### config.mk
export PLATFORM = sky130hd
export DESIGN_NAME = seg7_scan
export DESIGN_NICKNAME = d
export VERILOG_FILES = /design/src/rtl/seg7_scan.sv
export SDC_FILE = /design/constraint.sdc
export NUM_CORES = 1
export LEC_CHECK = 0
export CAP_MARGIN = 15
export CORE_UTILIZATION = 36
export CTS_CLUSTER_DIAMETER = 150
export DETAILED_ROUTE_END_ITERATION = 10
export SLEW_MARGIN = 20
export SYNTH_ARGS = -nofsm -noshare
export SYNTH_HDL_FRONTEND = slang
export SYNTH_SLANG_ARGS = --single-unit
### constraint.sdc
create_clock -name clk -period 2.65 [get_ports clk]
set_input_delay 0.53 -clock clk [delete_from_list [all_inputs] [get_ports clk]]
set_output_delay 0.53 -clock clk [all_outputs]
set_load 0.02 [all_outputs]
### src/rtl/seg7_scan.sv
// Multiplexed 7-segment scanner with leading-zero blanking.
// Define SEG7_HEX_EN to show A-F for codes 10-15; otherwise a dash.
module seg7_scan #(
  parameter int DIGITS = 4,
  parameter int DIV    = 50000
) (
  input  logic                  clk,
  input  logic                  rst_n,
  input  logic [4*DIGITS-1:0]   data,
  input  logic                  load,
  input  logic [DIGITS-1:0]     dp_in,
  input  logic                  blank_en,
  output logic [6:0]            seg,
  output logic                  dp,
  output logic [DIGITS-1:0]     an,
  output logic                  frame_done
);

  localparam int IW = (DIGITS > 1) ? $clog2(DIGITS) : 1;
  localparam int CW = (DIV > 1) ? $clog2(DIV) : 1;

  logic [CW-1:0]         cnt;
  logic [IW-1:0]         idx;
  logic [4*DIGITS-1:0]   sh_data;
  logic [DIGITS-1:0]     sh_dp;
  logic                  tick;
  logic                  wrap;
  logic [3:0]            code;
  logic                  dp_cur;
  logic                  hi_zero;
  logic                  blank;
  logic [6:0]            font;

  assign tick = (cnt == CW'(DIV - 1));
  assign wrap = tick && (idx == IW'(DIGITS - 1));

  always_ff @(posedge clk) begin
    if (!rst_n) begin
      cnt     <= '0;
      idx     <= '0;
      sh_data <= '0;
      sh_dp   <= '0;
    end else begin
      cnt <= tick ? '0 : cnt + CW'(1);
      if (tick)
        idx <= wrap ? '0 : idx + IW'(1);
      if (load) begin
        sh_data <= data;
        sh_dp   <= dp_in;
      end
    end
  end

  // hi_zero: active digit and every digit above it are zero
  always_comb begin
    code    = 4'h0;
    dp_cur  = 1'b0;
    hi_zero = 1'b1;
    for (int i = 0; i < DIGITS; i++) begin
      if (idx == IW'(i)) begin
        code   = sh_data[4*i +: 4];
        dp_cur = sh_dp[i];
      end
    end
    for (int j = 0; j < DIGITS; j++) begin
      if (IW'(j) >= idx && sh_data[4*j +: 4] != 4'h0)
        hi_zero = 1'b0;
    end
  end

  assign blank = blank_en && (idx != '0) && hi_zero;

  always_comb begin
    font = 7'b1000000;
    unique case (code)
      4'h0: font = 7'b0111111;
      4'h1: font = 7'b0000110;
      4'h2: font = 7'b1011011;
      4'h3: font = 7'b1001111;
      4'h4: font = 7'b1100110;
      4'h5: font = 7'b1101101;
      4'h6: font = 7'b1111101;
      4'h7: font = 7'b0000111;
      4'h8: font = 7'b1111111;
      4'h9: font = 7'b1101111;
`ifdef SEG7_HEX_EN
      4'hA: font = 7'b1110111;
      4'hB: font = 7'b1111100;
      4'hC: font = 7'b0111001;
      4'hD: font = 7'b1011110;
      4'hE: font = 7'b1111001;
      4'hF: font = 7'b1110001;
`else
      default: font = 7'b1000000;
`endif
    endcase
  end

  always_ff @(posedge clk) begin
    if (!rst_n) begin
      seg        <= '0;
      dp         <= 1'b0;
      an         <= '0;
      frame_done <= 1'b0;
    end else begin
      seg        <= blank ? 7'b0000000 : font;
      dp         <= dp_cur;
      an         <= DIGITS'(1) << idx;
      frame_done <= wrap;
    end
  end

endmodule
Word-level counts from Yosys, hierarchy flattened

Memory sizes are Yosys's and may differ from the RTL's. A register that Yosys moved wholly into a read port is not among the register bits.
Index checks and enable logic that the tools add are counted.

Bits in read-only memories: 112
Bits of input ports: 24
Memories: 1
Register bits after elaboration: 44

Memories:

| name            | depth | width | read ports | clocked after memory_dff | write ports | RTL line | text |
|---|---|---|---|---|---|---|---|
| (no name shown) | 16    | 7     | 1          | 1                        | 0           | 75       | `unique case (code)` |

Magnitude comparators: 4
$add $sub $neg: 2
Multiplexer cells: 13
Bitwise operators: 1
Eq/ne operators: 4
Reductions and logical operators: 15
Shift operators: 1

Operators by type and width:

| kind                                                              | number |
|---|---|
| adder 16 x 1 -> 16 bit (second input constant)                    | 1 |
| == test 16 bit (second input constant)                            | 1 |
| 2-to-1 mux 4 bit                                                  | 4 |
| nonzero test 4 bit                                                | 4 |
| 2-to-1 mux 1 bit                                                  | 8 |
| logical AND 1 bit                                                 | 7 |
| == test 2 bit (second input constant)                             | 2 |
| greater-or-equal comparator 1 x 2 -> 1 bit (first input constant) | 2 |
| greater-or-equal comparator 2 bit (first input constant)          | 2 |
| OR reduction 2 bit                                                | 2 |
| << shifter 1 x 2 -> 4 bit (first input constant)                  | 1 |
| adder 2 x 1 -> 2 bit (second input constant)                      | 1 |
| == test 2 x 1 -> 1 bit (second input constant)                    | 1 |
| logical NOT 2 bit                                                 | 1 |
| 2-to-1 mux 2 bit                                                  | 1 |
| nonzero test 2 bit                                                | 1 |
| NOT 1 bit                                                         | 1 |

Depth between registers and ports, before layout

Gate-level depths: netlist (run 1).

Depth after elaboration: 8
Mapped depth: 10
Gate-level depth less buffers: 9

Worst setup path after synthesis (run 1)

No wires, ideal clock.

Path type: flip-flop to flip-flop
Start point: register idx[1]
End point: register seg[3]
Clock period less this slack: 2.004 ns
Slack: 0.646 ns
Setup time: 0.088 ns
Required time: 2.562 ns
Stages on the path, launching flop included: 11
Data arrival time: 1.916 ns
Path through: dfxtp_1 inv_1 ha_1 buf_2 a211oi_1 o21ai_0 nand2_1 inv_1 ha_1 a21oi_1 nor4_2

Longest elaborated chain between the ends: 8
Elaborated cells on any way between the ends: 24
Those cells by class: order compare: 4; eq/ne: 3; mux: 8; reduce/logical: 9

RTL lines:

| what                                       | RTL line | text |
|---|---|---|
| start: declaration                         | 23       | `logic [IW-1:0] idx;` |
| start signal: assignment                   | 46       | `idx <= wrap ? '0 : idx + IW'(1);` |
| greater-or-equal comparator 1 x 2 -> 1 bit | 66       | `if (IW'(j) >= idx && sh_data[4*j +: 4] != 4'h0)` |
| logical AND 1 bit                          | 66       |  |
| 2-to-1 mux 1 bit (4 in a row)              | 66       |  |
| logical AND 1 bit                          | 71       | `assign blank = blank_en && (idx != '0) && hi_zero;` |
| OR reduction 2 bit (no line)               | n/a      |  |
| end: declaration                           | 13       | `output logic [6:0] seg,` |

Parallel ways exist; a longest one is shown, timed or not.
A chain may end at the register's enable or synchronous reset.

Worst setup path in the final report (run 1)

Start point: register idx[0]
End point: register seg[3]

The elaborated chain is that of the path after synthesis.

==> results of run 1 <==
-- placed cells by master (no fill, tap or decap), types with 2 or more instances in the layout --
cell and instances:
sky130_fd_sc_hd__and3_1 5, sky130_fd_sc_hd__a211oi_1 4, sky130_fd_sc_hd__clkbuf_8 5, sky130_fd_sc_hd__a211oi_2 2, sky130_fd_sc_hd__nand2_1 18, sky130_fd_sc_hd__xor2_1 10, sky130_fd_sc_hd__nor4_2 2, sky130_fd_sc_hd__nand4_1 6
sky130_fd_sc_hd__a211o_1 2, sky130_fd_sc_hd__nor3b_1 2, sky130_fd_sc_hd__o21ai_0 8, sky130_fd_sc_hd__nand3b_1 4, sky130_fd_sc_hd__nand3_1 3, sky130_fd_sc_hd__nor4_1 2, sky130_fd_sc_hd__inv_1 6, sky130_fd_sc_hd__and3_2 2
sky130_fd_sc_hd__a21oi_1 9, sky130_fd_sc_hd__ha_1 9, sky130_fd_sc_hd__xnor2_1 4, sky130_fd_sc_hd__or4_1 2, sky130_fd_sc_hd__buf_4 3, sky130_fd_sc_hd__nand3_2 2, sky130_fd_sc_hd__clkdlybuf4s50_1 36, sky130_fd_sc_hd__nor2_1 23
sky130_fd_sc_hd__mux2i_1 21, sky130_fd_sc_hd__dfxtp_1 51, sky130_fd_sc_hd__bufinv_16 2, sky130_fd_sc_hd__nor2b_1 25
-- per-stage QoR --
stage | worst slack [ns] | power, mW | area (µm²) | instances
finish | 0.428 | 1.62 | 2890 | 357
global placement | 0.531 | 1.02 | 2750 | 349
global route | 0.163 | 1.69 | 2890 | 357
detailed placement | 0.441 | 1.02 | 2750 | 349
CTS | 0.419 | 1.64 | 2890 | 357
floorplan | 0.646 | 0.937 | 2320 | 245
-- final timing paths --
path	start	end	slack, ns	cells after the start
min	cnt[0]$_SDFF_PP0_	cnt[0]$_SDFF_PP0_	0.51	1
min reg2reg	cnt[0]$_SDFF_PP0_	cnt[0]$_SDFF_PP0_	0.51	1
max reg2reg	idx[0]$_SDFFE_PN0P_	seg[3]$_SDFF_PP0_	0.43	9
max	idx[0]$_SDFFE_PN0P_	seg[3]$_SDFF_PP0_	0.43	9
-- area by class of cell --
type / instances / share of cell area
inverters: 6 / 0.00781
clock buffers: 6 / 0.0252
multi-input cells: 178 / 0.427
repair buffers: 39 / 0.133
flip-flops and latches: 51 / 0.354
clock inverters: 2 / 0.0208
well taps: 75 / 0.0325
-- registers in the layout (all words and copies together), names as in the netlist --
| signal | flops |
|---|---|
| sh_data | 16 |
| frame_done | 1 |
| idx | 2 |
| an | 4 |
| seg | 7 |
| sh_dp | 4 |
| cnt | 16 |
| dp | 1 |
-- worst max-delay path, stage by stage, from the launching register on --
cell                       delay [ns]
sky130_fd_sc_hd__dfxtp_1         0.44
sky130_fd_sc_hd__inv_1           0.12
sky130_fd_sc_hd__ha_1            0.32
sky130_fd_sc_hd__a211oi_1        0.23
sky130_fd_sc_hd__o21ai_0         0.16
sky130_fd_sc_hd__nand2_1         0.14
sky130_fd_sc_hd__inv_1           0.11
sky130_fd_sc_hd__ha_1            0.29
sky130_fd_sc_hd__a21oi_1         0.06
sky130_fd_sc_hd__nor4_2          0.26
-- kinds of logic after synthesis --
logic type	count (synthesis)
and+or+nand+nor	104
buffers and inverters	16
adders and majority gates	9
AOI/OAI and AO/OA	30
muxes	21
xor gates and xnor gates	14
DFF	51
-- power breakdown --
group,leakage [nW],switching (mW),internal [mW]
logic,0.650,0.0798,0.0976
registers,0.418,0.0226,0.799
clock network,0.0654,0.240,0.377
-- metal layers --
layer | GRT usage | wire length [µm] | up-vias | share of wire
met5 | 0 | 0 | - | 0
met4 | 0.0509 | 47 | 0 | 0.010
met3 | 0.0396 | 186 | 4 | 0.042
met2 | 0.234 | 2040 | 36 | 0.46
met1 | 0.197 | 2200 | 795 | 0.49
li1 | - | - | 918 | -
==> metrics.txt, run 1 <==
# TYPE chip_impl_metric gauge
chip_impl_metric{name="routed_wl",unit="mm"} 4.48
chip_impl_info{name="most_frequent_cells_after_synthesis",value="51 x sky130_fd_sc_hd__dfxtp_1, 25 x sky130_fd_sc_hd__nor2b_1, 23 x sky130_fd_sc_hd__nor2_1"} 1
chip_impl_metric{name="cp.arrival",unit="ns"} 2.43
chip_impl_metric{name="place_hpwl",unit="mm"} 3.36
chip_impl_metric{name="postSynthNetCount",unit=""} 278
chip_impl_metric{name="detailed_routing_iterations_pass_1",unit=""} 4
chip_impl_metric{name="synthesis.yosys.warnings",unit=""} 0
chip_impl_metric{name="route.detailed.drc",unit=""} 0
chip_impl_metric{name="place.port_buffers",unit=""} 36
chip_impl_info{name="root_buffer",value="sky130_fd_sc_hd__clkbuf_8"} 1
chip_impl_metric{name="worst-slew-pin-transition",unit="ns"} 0.518
chip_impl_metric{name="total_of_flip_flops_plus_latches_after_synthesis",unit=""} 51
chip_impl_metric{name="detailroute.via_count",unit=""} 1753
chip_impl_metric{name="synth-compound-area-share",unit=""} 0.0850
chip_impl_info{name="synth_top_cells_by_area",value="sky130_fd_sc_hd__dfxtp_1 44%, sky130_fd_sc_hd__mux2i_1 9.0%, sky130_fd_sc_hd__nor2b_1 6.7%"} 1
chip_impl_metric{name="max_slew_margin",unit=""} 0.654
chip_impl_info{name="critPathCaptureType",value="register"} 1
chip_impl_metric{name="final_nets",unit=""} 314
chip_impl_metric{name="fp-row-count",unit=""} 28
chip_impl_info{name="post-synth-top-count-cell",value="sky130_fd_sc_hd__dfxtp_1"} 1
chip_impl_metric{name="fin_worst_skew",unit="ns"} 0.00809
chip_impl_metric{name="die_h",unit="µm"} 82.4
chip_impl_metric{name="inserted_clock_buffers",unit=""} 5
chip_impl_metric{name="initial_utilization",unit=""} 0.384
chip_impl_metric{name="post_cts.repair.setup_buffers",unit=""} 0
chip_impl_metric{name="maxCapViolations",unit=""} 0
chip_impl_metric{name="async_reset_ff_frac",unit=""} 0
chip_impl_metric{name="synth.area.mux_share",unit=""} 0.0904
chip_impl_metric{name="yosys.area_share.simple",unit=""} 0.253
chip_impl_metric{name="ys_seq_area_frac",unit=""} 0.439
chip_impl_metric{name="clock.fmax",unit="MHz"} 450
chip_impl_metric{name="leakage",unit="nW"} 1.13
chip_impl_metric{name="gp_congestion",unit=""} 0.844
chip_impl_metric{name="syn_area",unit="mm²"} 0.00232
chip_impl_info{name="critical_path_class",value="reg -> reg"} 1
chip_impl_metric{name="synth_enable_flop_cells",unit=""} 0
chip_impl_metric{name="core_area",unit="mm²"} 0.00606
chip_impl_metric{name="drive_gt1_frac",unit=""} 0.0780
chip_impl_metric{name="grt_overflow_total",unit=""} 0
chip_impl_metric{name="utilization",unit=""} 0.476
chip_impl_metric{name="synth_adder_area_share",unit=""} 0.0484
chip_impl_metric{name="multi_input_area",unit="mm²"} 0.00123
chip_impl_info{name="worst_setup_path_start_kind",value="register"} 1
chip_impl_metric{name="hold_ws",unit="ns"} 0.511
chip_impl_metric{name="cts_hold_repair.buffers",unit=""} 0
chip_impl_metric{name="antenna_found_initial",unit=""} 0
chip_impl_metric{name="avg_synthesized_cell_area",unit="µm²"} 9.49
chip_impl_metric{name="clock-sinks",unit=""} 51
chip_impl_metric{name="maximum_number_of_pins_on_one_net_before_global_route_repair",unit=""} 21
chip_impl_metric{name="synth_cell_type_count",unit=""} 41
chip_impl_metric{name="first_pass_grt_wire_length",unit="mm"} 7.65
chip_impl_metric{name="cp.required",unit="ns"} 2.86
chip_impl_metric{name="synthDominantCellAreaShare",unit=""} 0.439
chip_impl_info{name="rsz0062_at_grt",value="no"} 1
chip_impl_info{name="synthDominantAreaCellType",value="sky130_fd_sc_hd__dfxtp_1"} 1
chip_impl_metric{name="min_period_over_period",unit=""} 0.839
chip_impl_metric{name="cts_buffer_depth",unit=""} 2
chip_impl_info{name="synth_top_family_by_area",value="simple AND/OR/NAND/NOR gates"} 1
chip_impl_metric{name="antenna-diode-count",unit=""} 0
chip_impl_metric{name="die_width",unit="µm"} 82.4
chip_impl_metric{name="track_usage",unit=""} 0.149
chip_impl_info{name="run_status",value="complete, no violations"} 1
chip_impl_metric{name="netlist_instances",unit=""} 245
chip_impl_metric{name="power.density",unit="mW/mm²"} 560
chip_impl_metric{name="drt-initial-drc-count",unit=""} 95
chip_impl_metric{name="drt-wirelength-per-cell",unit="µm"} 12.5
chip_impl_metric{name="finalMaxSlewViolations",unit=""} 0
chip_impl_metric{name="finalWorstPathRequiredPeriod",unit="ns"} 2.22
chip_impl_metric{name="setup-violations-final",unit=""} 0
chip_impl_metric{name="n_fill_cell",unit=""} 578
chip_impl_info{name="most_used_flip_flop_cell_after_synthesis",value="sky130_fd_sc_hd__dfxtp_1"} 1
chip_impl_metric{name="via_per_inst",unit=""} 4.91
chip_impl_metric{name="syn_to_final_growth",unit="%"} 24.1
chip_impl_metric{name="post_synth_xor_area_fraction",unit=""} 0.0527
chip_impl_metric{name="post_cts_clock_slew_at_the_launch_and_capture_registers_of_the_worst_setup_and_hold_paths",unit="ns"} 0.09
chip_impl_metric{name="grt_pass1_vias",unit=""} 1626
chip_impl_info{name="hp-class",value="reg -> reg"} 1
chip_impl_metric{name="dieArea",unit="mm²"} 0.00678
chip_impl_metric{name="seq_area",unit="mm²"} 0.00102
chip_impl_metric{name="cts.repair.resized",unit=""} 0
chip_impl_info{name="tritoncts",value="done"} 1
chip_impl_metric{name="top_level_ports",unit=""} 37
chip_impl_metric{name="final.setup.tns",unit="ns"} 0
chip_impl_metric{name="hold_violations",unit=""} 0
chip_impl_metric{name="antenna_left",unit=""} 0
chip_impl_metric{name="clock_insertion_delay_at_the_later_pin_of_the_skew_report",unit="ns"} 0.29
chip_impl_metric{name="worstPathMaxFanout",unit=""} 10
chip_impl_metric{name="cts-htree-levels",unit=""} 2
chip_impl_metric{name="worst_ir_drop_vdd",unit="mV"} 0.360
Power figures use the tool's default switching activity.
==> run 2, diff against run 1 <==
==> constraint.sdc (replaced) <==
create_clock -name clk -period 2.2 [get_ports clk]
set_input_delay 0.44 -clock clk [delete_from_list [all_inputs] [get_ports clk]]
set_output_delay 0.44 -clock clk [all_outputs]
set_load 0.02 [all_outputs]
==> metrics.txt, run 2 (synthesized netlist as in run 1, its figures left out) <==
# TYPE chip_impl_metric gauge
chip_impl_metric{name="syn_to_final_growth",unit="%"} 23.5
chip_impl_metric{name="fin_worst_skew",unit="ns"} 0.00993
chip_impl_info{name="reg_top3",value="cnt x16, sh_data x16, seg x7"} 1
chip_impl_metric{name="clock.fmax",unit="MHz"} 500
chip_impl_metric{name="power.switching_fraction",unit=""} 0.247
chip_impl_metric{name="cp.arrival",unit="ns"} 2.22
chip_impl_metric{name="cts_buffer_depth",unit=""} 2
chip_impl_metric{name="final_nets",unit=""} 317
chip_impl_info{name="tritoncts",value="done"} 1
chip_impl_metric{name="maxCapViolations",unit=""} 0
chip_impl_info{name="critical_path_class",value="reg -> reg"} 1
chip_impl_info{name="cp-startpoint",value="idx[0]$_SDFFE_PN0P_"} 1
chip_impl_metric{name="setup.reg_to_reg.worst_slack",unit="ns"} 0.20
chip_impl_metric{name="route.detailed.drc",unit=""} 0
chip_impl_metric{name="stdcell_count",unit=""} 360
chip_impl_info{name="worst_setup_path_start_kind",value="register"} 1
chip_impl_metric{name="dp_slack",unit="ns"} -0.00554
chip_impl_metric{name="post-place-cells",unit=""} 352
chip_impl_metric{name="die_width",unit="µm"} 82.4
chip_impl_metric{name="first_pass_grt_wire_length",unit="mm"} 7.28
chip_impl_info{name="critical_path.top_delay_family",value="adder cells"} 1
chip_impl_metric{name="drt-initial-drc-count",unit=""} 86
chip_impl_metric{name="detailroute.via_count",unit=""} 1744
chip_impl_metric{name="max_stage_delay",unit="ns"} 0.40
chip_impl_info{name="critPathCaptureType",value="register"} 1
chip_impl_metric{name="fp-row-count",unit=""} 28
chip_impl_metric{name="final_critical_path_setup_slack",unit="ns"} 0.201
chip_impl_metric{name="antenna_left",unit=""} 0
chip_impl_metric{name="worst-slew-pin-transition",unit="ns"} 0.407
chip_impl_metric{name="cts_hold_repair.buffers",unit=""} 0
chip_impl_metric{name="routed_wl",unit="mm"} 4.40
chip_impl_metric{name="core_area",unit="mm²"} 0.00606
chip_impl_info{name="root_buffer",value="sky130_fd_sc_hd__clkbuf_8"} 1
chip_impl_info{name="worst_path_max_delay_cell",value="sky130_fd_sc_hd__dfxtp_2"} 1
chip_impl_metric{name="critical_path_cell_count",unit=""} 9
chip_impl_metric{name="drt-wirelength-per-cell",unit="µm"} 12.2
chip_impl_metric{name="antenna-diode-count",unit=""} 0
chip_impl_metric{name="setup-violations-final",unit=""} 0
chip_impl_metric{name="drive_gt1_frac",unit=""} 0.105
chip_impl_info{name="most_frequent_cells_in_the_layout",value="49 x sky130_fd_sc_hd__dfxtp_1, 36 x sky130_fd_sc_hd__clkdlybuf4s50_1, 25 x sky130_fd_sc_hd__nor2b_1, 23 x sky130_fd_sc_hd__nor2_1, 21 x sky130_fd_sc_hd__mux2i_1"} 1
chip_impl_metric{name="intPower",unit="mW"} 1.31
chip_impl_metric{name="worst-path-buf-inv",unit=""} 2
chip_impl_metric{name="finalWorstPathRequiredPeriod",unit="ns"} 2.00
chip_impl_metric{name="antenna_found_initial",unit=""} 0
chip_impl_info{name="critical_path.endpoint",value="seg[3]$_SDFF_PP0_"} 1
chip_impl_metric{name="initial_utilization",unit=""} 0.384
chip_impl_metric{name="cp.required",unit="ns"} 2.42
chip_impl_metric{name="grt_pass1_vias",unit=""} 1585
chip_impl_info{name="rr_startpoint",value="idx[0]$_SDFFE_PN0P_"} 1
chip_impl_metric{name="grt_overflow_total",unit=""} 0
chip_impl_info{name="run_status",value="complete, no violations"} 1
chip_impl_metric{name="via_per_inst",unit=""} 4.84
chip_impl_metric{name="cts-htree-levels",unit=""} 2
chip_impl_info{name="layout_commonest_cell",value="sky130_fd_sc_hd__dfxtp_1"} 1
chip_impl_metric{name="power.share.sequential",unit=""} 0.570
chip_impl_metric{name="gp_congestion",unit=""} 0.796
chip_impl_metric{name="switchingPower",unit="mW"} 0.428
chip_impl_metric{name="leakage",unit="nW"} 1.12
chip_impl_metric{name="place.port_buffers",unit=""} 36
chip_impl_info{name="hp-class",value="reg -> reg"} 1
chip_impl_metric{name="min_period_over_period",unit=""} 0.909
chip_impl_metric{name="power",unit="mW"} 1.73
chip_impl_metric{name="place_hpwl",unit="mm"} 3.30
chip_impl_metric{name="clock-sinks",unit=""} 51
chip_impl_info{name="rsz0062_at_grt",value="no"} 1
chip_impl_metric{name="top_level_ports",unit=""} 37
chip_impl_metric{name="clkPwrFrac",unit=""} 0.304
chip_impl_metric{name="die_h",unit="µm"} 82.4
chip_impl_metric{name="finalMaxSlewViolations",unit=""} 0
chip_impl_metric{name="detailed_routing_iterations_pass_1",unit=""} 4
chip_impl_info{name="crit_chain",value="inv_1 -> ha_2 -> a211oi_1 -> o21ai_1 -> nand2_1 -> inv_1 -> ha_1 -> a21oi_1 -> nor4_2"} 1
chip_impl_metric{name="worst_ir_drop_vdd",unit="mV"} 0.262
chip_impl_metric{name="post_cts_clock_slew_at_the_launch_and_capture_registers_of_the_worst_setup_and_hold_paths",unit="ns"} 0.08
chip_impl_metric{name="dieArea",unit="mm²"} 0.00678
chip_impl_metric{name="worstPathMaxFanout",unit=""} 10
chip_impl_metric{name="track_usage",unit=""} 0.141
chip_impl_metric{name="power.density",unit="mW/mm²"} 604
chip_impl_metric{name="inserted_clock_buffers",unit=""} 5
chip_impl_metric{name="clock_insertion_delay_at_the_later_pin_of_the_skew_report",unit="ns"} 0.31
chip_impl_metric{name="reg2reg_depth",unit=""} 9
chip_impl_info{name="timing.rr.end",value="seg[3]$_SDFF_PP0_"} 1
chip_impl_metric{name="hold_violations",unit=""} 0
chip_impl_metric{name="maximum_number_of_pins_on_one_net_before_global_route_repair",unit=""} 21
chip_impl_metric{name="power.share.combinational",unit=""} 0.126
chip_impl_info{name="cpMostUsedCell",value="sky130_fd_sc_hd__inv_1"} 1
chip_impl_metric{name="max_slew_margin",unit=""} 0.728
[run 2: how the worst min path moves through the flow]
stage / start / to / slack, ns / cells after the start
3_3_place_gp: sh_data[1]$_SDFFE_PN0P_ / sh_data[1]$_SDFFE_PN0P_ / 0.50 / 2
5_1_grt: idx[0]$_SDFFE_PN0P_ / idx[0]$_SDFFE_PN0P_ / 0.54 / 2
2_1_floorplan: cnt[0]$_SDFF_PP0_ / cnt[0]$_SDFF_PP0_ / 0.45 / 1
4_1_cts: idx[0]$_SDFFE_PN0P_ / idx[0]$_SDFFE_PN0P_ / 0.51 / 2
6_report: idx[0]$_SDFFE_PN0P_ / idx[0]$_SDFFE_PN0P_ / 0.51 / 2
3_5_place_dp: sh_data[1]$_SDFFE_PN0P_ / sh_data[1]$_SDFFE_PN0P_ / 0.50 / 2
[run 2: metrics by stage]
step                hold slack (ns)  instance area, µm²   util   TNS, ns
floorplan                     0.453                2320      -         0
global placement              0.502                2780  0.458         0
detailed placement            0.505                2780  0.458  -0.00554
CTS                           0.511                2860  0.472         0
global route                  0.543                2870  0.474         0
finish                        0.506                2870  0.474         0
[run 2: final cells by class]
type,instances,area [µm²]
clock inverters,2,12.5
flip-flops and latches,51,1020
clock buffers,6,72.6
inverters,6,22.5
well taps,75,93.8
fillers,586,3190
repair buffers,42,405
multi-input cells,178,1240
[run 2: metal layers]
layer	GRT usage	share of wire	vias up	routed length, µm
li1	-	-	921	-
met1	0.187	0.50	786	2190
met2	0.219	0.45	30	1980
met3	0.0341	0.037	7	165
met4	0.0579	0.014	0	61
met5	0	0	-	0
[run 2: tightest hold or removal path: stages (launching register included)]
cell	delay [ns]
sky130_fd_sc_hd__dfxtp_2	0.36
sky130_fd_sc_hd__nand2_1	0.06
sky130_fd_sc_hd__a21boi_1	0.05
[run 2: power groups by stage]
| stage | logic, mW | clock network (mW) | registers (mW) |
|---|---|---|---|
| global route | 0.240 | 0.587 | 0.994 |
| detailed placement | 0.219 | 0 | 1.01 |
| floorplan | 0.108 | 0 | 1.02 |
| CTS | 0.220 | 0.548 | 0.989 |
| global placement | 0.218 | 0 | 1.01 |
| finish | 0.218 | 0.528 | 0.989 |
[run 2: repair_timing]
action,in CTS,in global routing
buffers inserted,0,0
endpoints found under the setup margin,2,7
cloned,0,0
gates resized for setup,1,5
==> run 3, diff against run 2 <==
--- a/config.mk
+++ b/config.mk
@@ -5,6 +5,7 @@
 export SDC_FILE = /design/constraint.sdc
 export NUM_CORES = 1
 export LEC_CHECK = 0
+export ABC_AREA = 1
 export CAP_MARGIN = 15
 export CORE_UTILIZATION = 36
 export CTS_CLUSTER_DIAMETER = 150
==> metrics.txt, run 3 <==
# TYPE chip_impl_metric gauge
chip_impl_metric{name="die_width",unit="µm"} 83.1
chip_impl_metric{name="place.port_buffers",unit=""} 36
chip_impl_metric{name="detailed_routing_iterations_pass_1",unit=""} 4
chip_impl_metric{name="syn_area",unit="mm²"} 0.00236
chip_impl_metric{name="via_per_inst",unit=""} 4.76
chip_impl_metric{name="worst_ir_drop_vdd",unit="mV"} 0.324
chip_impl_metric{name="dieArea",unit="mm²"} 0.00690
chip_impl_metric{name="worstPathMaxFanout",unit=""} 7
chip_impl_info{name="critical_path_class",value="reg -> reg"} 1
chip_impl_metric{name="route.detailed.drc",unit=""} 0
chip_impl_metric{name="antenna_found_initial",unit=""} 0
chip_impl_metric{name="inserted_clock_buffers",unit=""} 5
chip_impl_metric{name="max_slew_margin",unit=""} 0.685
chip_impl_metric{name="worst-slew-pin-transition",unit="ns"} 0.471
chip_impl_metric{name="maximum_number_of_pins_on_one_net_before_global_route_repair",unit=""} 24
chip_impl_metric{name="n_fill_cell",unit=""} 631
chip_impl_metric{name="fin_worst_skew",unit="ns"} 0.00689
chip_impl_metric{name="power",unit="mW"} 1.80
chip_impl_info{name="layout_commonest_cell",value="sky130_fd_sc_hd__nor2_1"} 1
chip_impl_metric{name="leakage",unit="nW"} 1.21
chip_impl_metric{name="cts.repair.resized",unit=""} 0
chip_impl_metric{name="drive_gt1_frac",unit=""} 0.0859
chip_impl_metric{name="netlist_instances",unit=""} 322
chip_impl_metric{name="detailroute.via_count",unit=""} 2083
chip_impl_info{name="root_buffer",value="sky130_fd_sc_hd__clkbuf_8"} 1
chip_impl_metric{name="utilization",unit=""} 0.459
chip_impl_metric{name="drt-wirelength-per-cell",unit="µm"} 11.4
chip_impl_metric{name="post-route-cell-area",unit="mm²"} 0.00291
chip_impl_metric{name="timing.hold.worst_path_depth",unit=""} 1
chip_impl_metric{name="top_level_ports",unit=""} 37
chip_impl_metric{name="synth_cell_type_count",unit=""} 29
chip_impl_metric{name="min_period_over_period",unit=""} 0.908
chip_impl_metric{name="synthDominantCellAreaShare",unit=""} 0.432
chip_impl_metric{name="avg_synthesized_cell_area",unit="µm²"} 7.34
chip_impl_metric{name="place_hpwl",unit="mm"} 3.58
chip_impl_info{name="crit_chain",value="inv_1 -> ha_1 -> inv_2 -> nand2_1 -> nand3_1 -> a21oi_4 -> ha_1 -> nand3b_1 -> nand2_1 -> o21ai_0 -> inv_1"} 1
chip_impl_metric{name="clock_insertion_delay_at_the_later_pin_of_the_skew_report",unit="ns"} 0.30
chip_impl_info{name="worst_path_max_delay_cell",value="sky130_fd_sc_hd__dfxtp_1"} 1
chip_impl_info{name="run_status",value="complete, no violations"} 1
chip_impl_metric{name="cts_buffer_depth",unit=""} 2
chip_impl_metric{name="cp.arrival",unit="ns"} 2.20
chip_impl_info{name="critical_path.top_delay_family",value="adder cells"} 1
chip_impl_info{name="synth_top_cells_by_area",value="sky130_fd_sc_hd__dfxtp_1 43%, sky130_fd_sc_hd__nor2_1 9.7%, sky130_fd_sc_hd__nand2_1 8.9%"} 1
chip_impl_metric{name="hold_ws",unit="ns"} 0.456
chip_impl_metric{name="clock.fmax",unit="MHz"} 501
chip_impl_metric{name="die_h",unit="µm"} 83.1
chip_impl_metric{name="total_of_flip_flops_plus_latches_after_synthesis",unit=""} 51
chip_impl_metric{name="placed_cell_area",unit="mm²"} 0.00280
chip_impl_metric{name="reg2reg_depth",unit=""} 11
chip_impl_metric{name="first_pass_grt_wire_length",unit="mm"} 8.85
chip_impl_info{name="synthDominantAreaCellType",value="sky130_fd_sc_hd__dfxtp_1"} 1
chip_impl_info{name="most_frequent_cells_after_synthesis",value="61 x sky130_fd_sc_hd__nor2_1, 56 x sky130_fd_sc_hd__nand2_1, 51 x sky130_fd_sc_hd__dfxtp_1"} 1
chip_impl_metric{name="grt_pass1_vias",unit=""} 2000
chip_impl_metric{name="final.setup.tns",unit="ns"} 0
chip_impl_metric{name="post_cts_clock_slew_at_the_launch_and_capture_registers_of_the_worst_setup_and_hold_paths",unit="ns"} 0.09
chip_impl_metric{name="syn_to_final_growth",unit="%"} 23.1
chip_impl_metric{name="grt_overflow_total",unit=""} 0
chip_impl_metric{name="max_stage_delay",unit="ns"} 0.37
chip_impl_metric{name="antenna-diode-count",unit=""} 0
chip_impl_metric{name="final_nets",unit=""} 393
chip_impl_metric{name="worst-path-buf-inv",unit=""} 3
chip_impl_info{name="critPathCaptureType",value="register"} 1
chip_impl_info{name="worst_setup_path_start_kind",value="register"} 1
chip_impl_metric{name="critical_path_cell_count",unit=""} 11
chip_impl_metric{name="hold_violations",unit=""} 0
chip_impl_metric{name="async_reset_ff_frac",unit=""} 0
chip_impl_metric{name="cts_hold_repair.buffers",unit=""} 0
chip_impl_info{name="hp-class",value="reg -> reg"} 1
chip_impl_metric{name="fp-row-count",unit=""} 29
chip_impl_info{name="tritoncts",value="done"} 1
chip_impl_metric{name="post_cts.repair.setup_buffers",unit=""} 0
chip_impl_info{name="most_used_flip_flop_cell_after_synthesis",value="sky130_fd_sc_hd__dfxtp_1"} 1
chip_impl_metric{name="drt-initial-drc-count",unit=""} 55
chip_impl_metric{name="routed_wl",unit="mm"} 5.00
chip_impl_metric{name="initial_utilization",unit=""} 0.372
chip_impl_metric{name="finalWorstPathRequiredPeriod",unit="ns"} 2.00
chip_impl_metric{name="power.density",unit="mW/mm²"} 620
chip_impl_metric{name="postSynthNetCount",unit=""} 355
chip_impl_info{name="most_frequent_cells_in_the_layout",value="61 x sky130_fd_sc_hd__nor2_1, 56 x sky130_fd_sc_hd__nand2_1, 50 x sky130_fd_sc_hd__dfxtp_1, 36 x sky130_fd_sc_hd__clkdlybuf4s50_1"} 1
chip_impl_metric{name="gp_congestion",unit=""} 0.828
chip_impl_metric{name="setup-violations-final",unit=""} 0
chip_impl_metric{name="antenna_left",unit=""} 0
chip_impl_metric{name="maxCapViolations",unit=""} 0
chip_impl_metric{name="synthesis.yosys.warnings",unit=""} 0
chip_impl_metric{name="cp.required",unit="ns"} 2.40
chip_impl_info{name="post-synth-top-count-cell",value="sky130_fd_sc_hd__nor2_1"} 1
chip_impl_metric{name="ys_seq_area_frac",unit=""} 0.432
chip_impl_metric{name="cts-htree-levels",unit=""} 2
chip_impl_info{name="reg_top3",value="cnt x16, sh_data x16, seg x7"} 1
chip_impl_metric{name="synth_enable_flop_cells",unit=""} 0
chip_impl_metric{name="track_usage",unit=""} 0.155
chip_impl_metric{name="finalMaxSlewViolations",unit=""} 0
chip_impl_info{name="rsz0062_at_grt",value="no"} 1
chip_impl_metric{name="core_area",unit="mm²"} 0.00635
chip_impl_metric{name="clock-sinks",unit=""} 51
[run 3: cell count changes in the layout (fill, tap and decap cells not counted), sizes merged, moves of 10 or more]
| cell | previous run | this run |
|---|---|---|
| a21oi | 9 | 24 |
| inv | 6 | 31 |
| mux2i | 21 | 0 |
| nand2 | 18 | 62 |
| nand3 | 5 | 23 |
| nor2 | 24 | 62 |
| nor2b | 25 | 0 |
| nor3 | 1 | 11 |
| o21ai | 9 | 26 |
[run 3: final cells by class]
type	instances	area, µm²	share of cell area
inverter	31	116	0.0400
sequential	51	1020	0.351
clock buffer	8	100	0.0344
multi-input combinational	232	1190	0.410
tap	77	96.3	0.0331
timing repair buffer	39	383	0.131
[run 3: cell families (layout without fill, tap and decap cells)]
family	after synthesis	after routing	synth area share
compound gates	52	52	0.115
xor+xnor	4	4	0.0148
fa+ha+maj	9	9	0.0476
buf+inv	39	78	0.0698
flops	51	51	0.432
simple gates	167	167	0.321
[run 3: stage by stage]
step | worst slack, ns | cells
3_3_place_gp | 0.136 | 430
4_1_cts | 0.0673 | 438
6_report | 0.203 | 438
3_5_place_dp | 0.0830 | 430
5_1_grt | 0.00331 | 438
2_1_floorplan | 0.341 | 322
[run 3: worst paths after layout]
path	end	startpoint	slack [ns]
min	cnt[0]$_SDFF_PP0_	cnt[0]$_SDFF_PP0_	0.46
min reg2reg	cnt[0]$_SDFF_PP0_	cnt[0]$_SDFF_PP0_	0.46
max reg2reg	seg[6]$_SDFF_PP0_	idx[1]$_SDFFE_PN0P_	0.20
max	seg[6]$_SDFF_PP0_	idx[1]$_SDFFE_PN0P_	0.20
[run 3: power breakdown]
group / internal, mW / switching [mW] / total (mW)
Clock: 0.288 / 0.300 / 0.587
Combinational: 0.109 / 0.120 / 0.229
Sequential: 0.967 / 0.0215 / 0.989
Total: 1.36 / 0.441 / 1.80
[run 3: per-layer routing]
metal / track usage / vias up / routed length (µm)
met4: 0.0423 / 0 / 42
met2: 0.266 / 25 / 2330
met5: 0 / - / 0
li1: - / 1109 / -
met3: 0.0328 / 6 / 157
met1: 0.197 / 943 / 2470
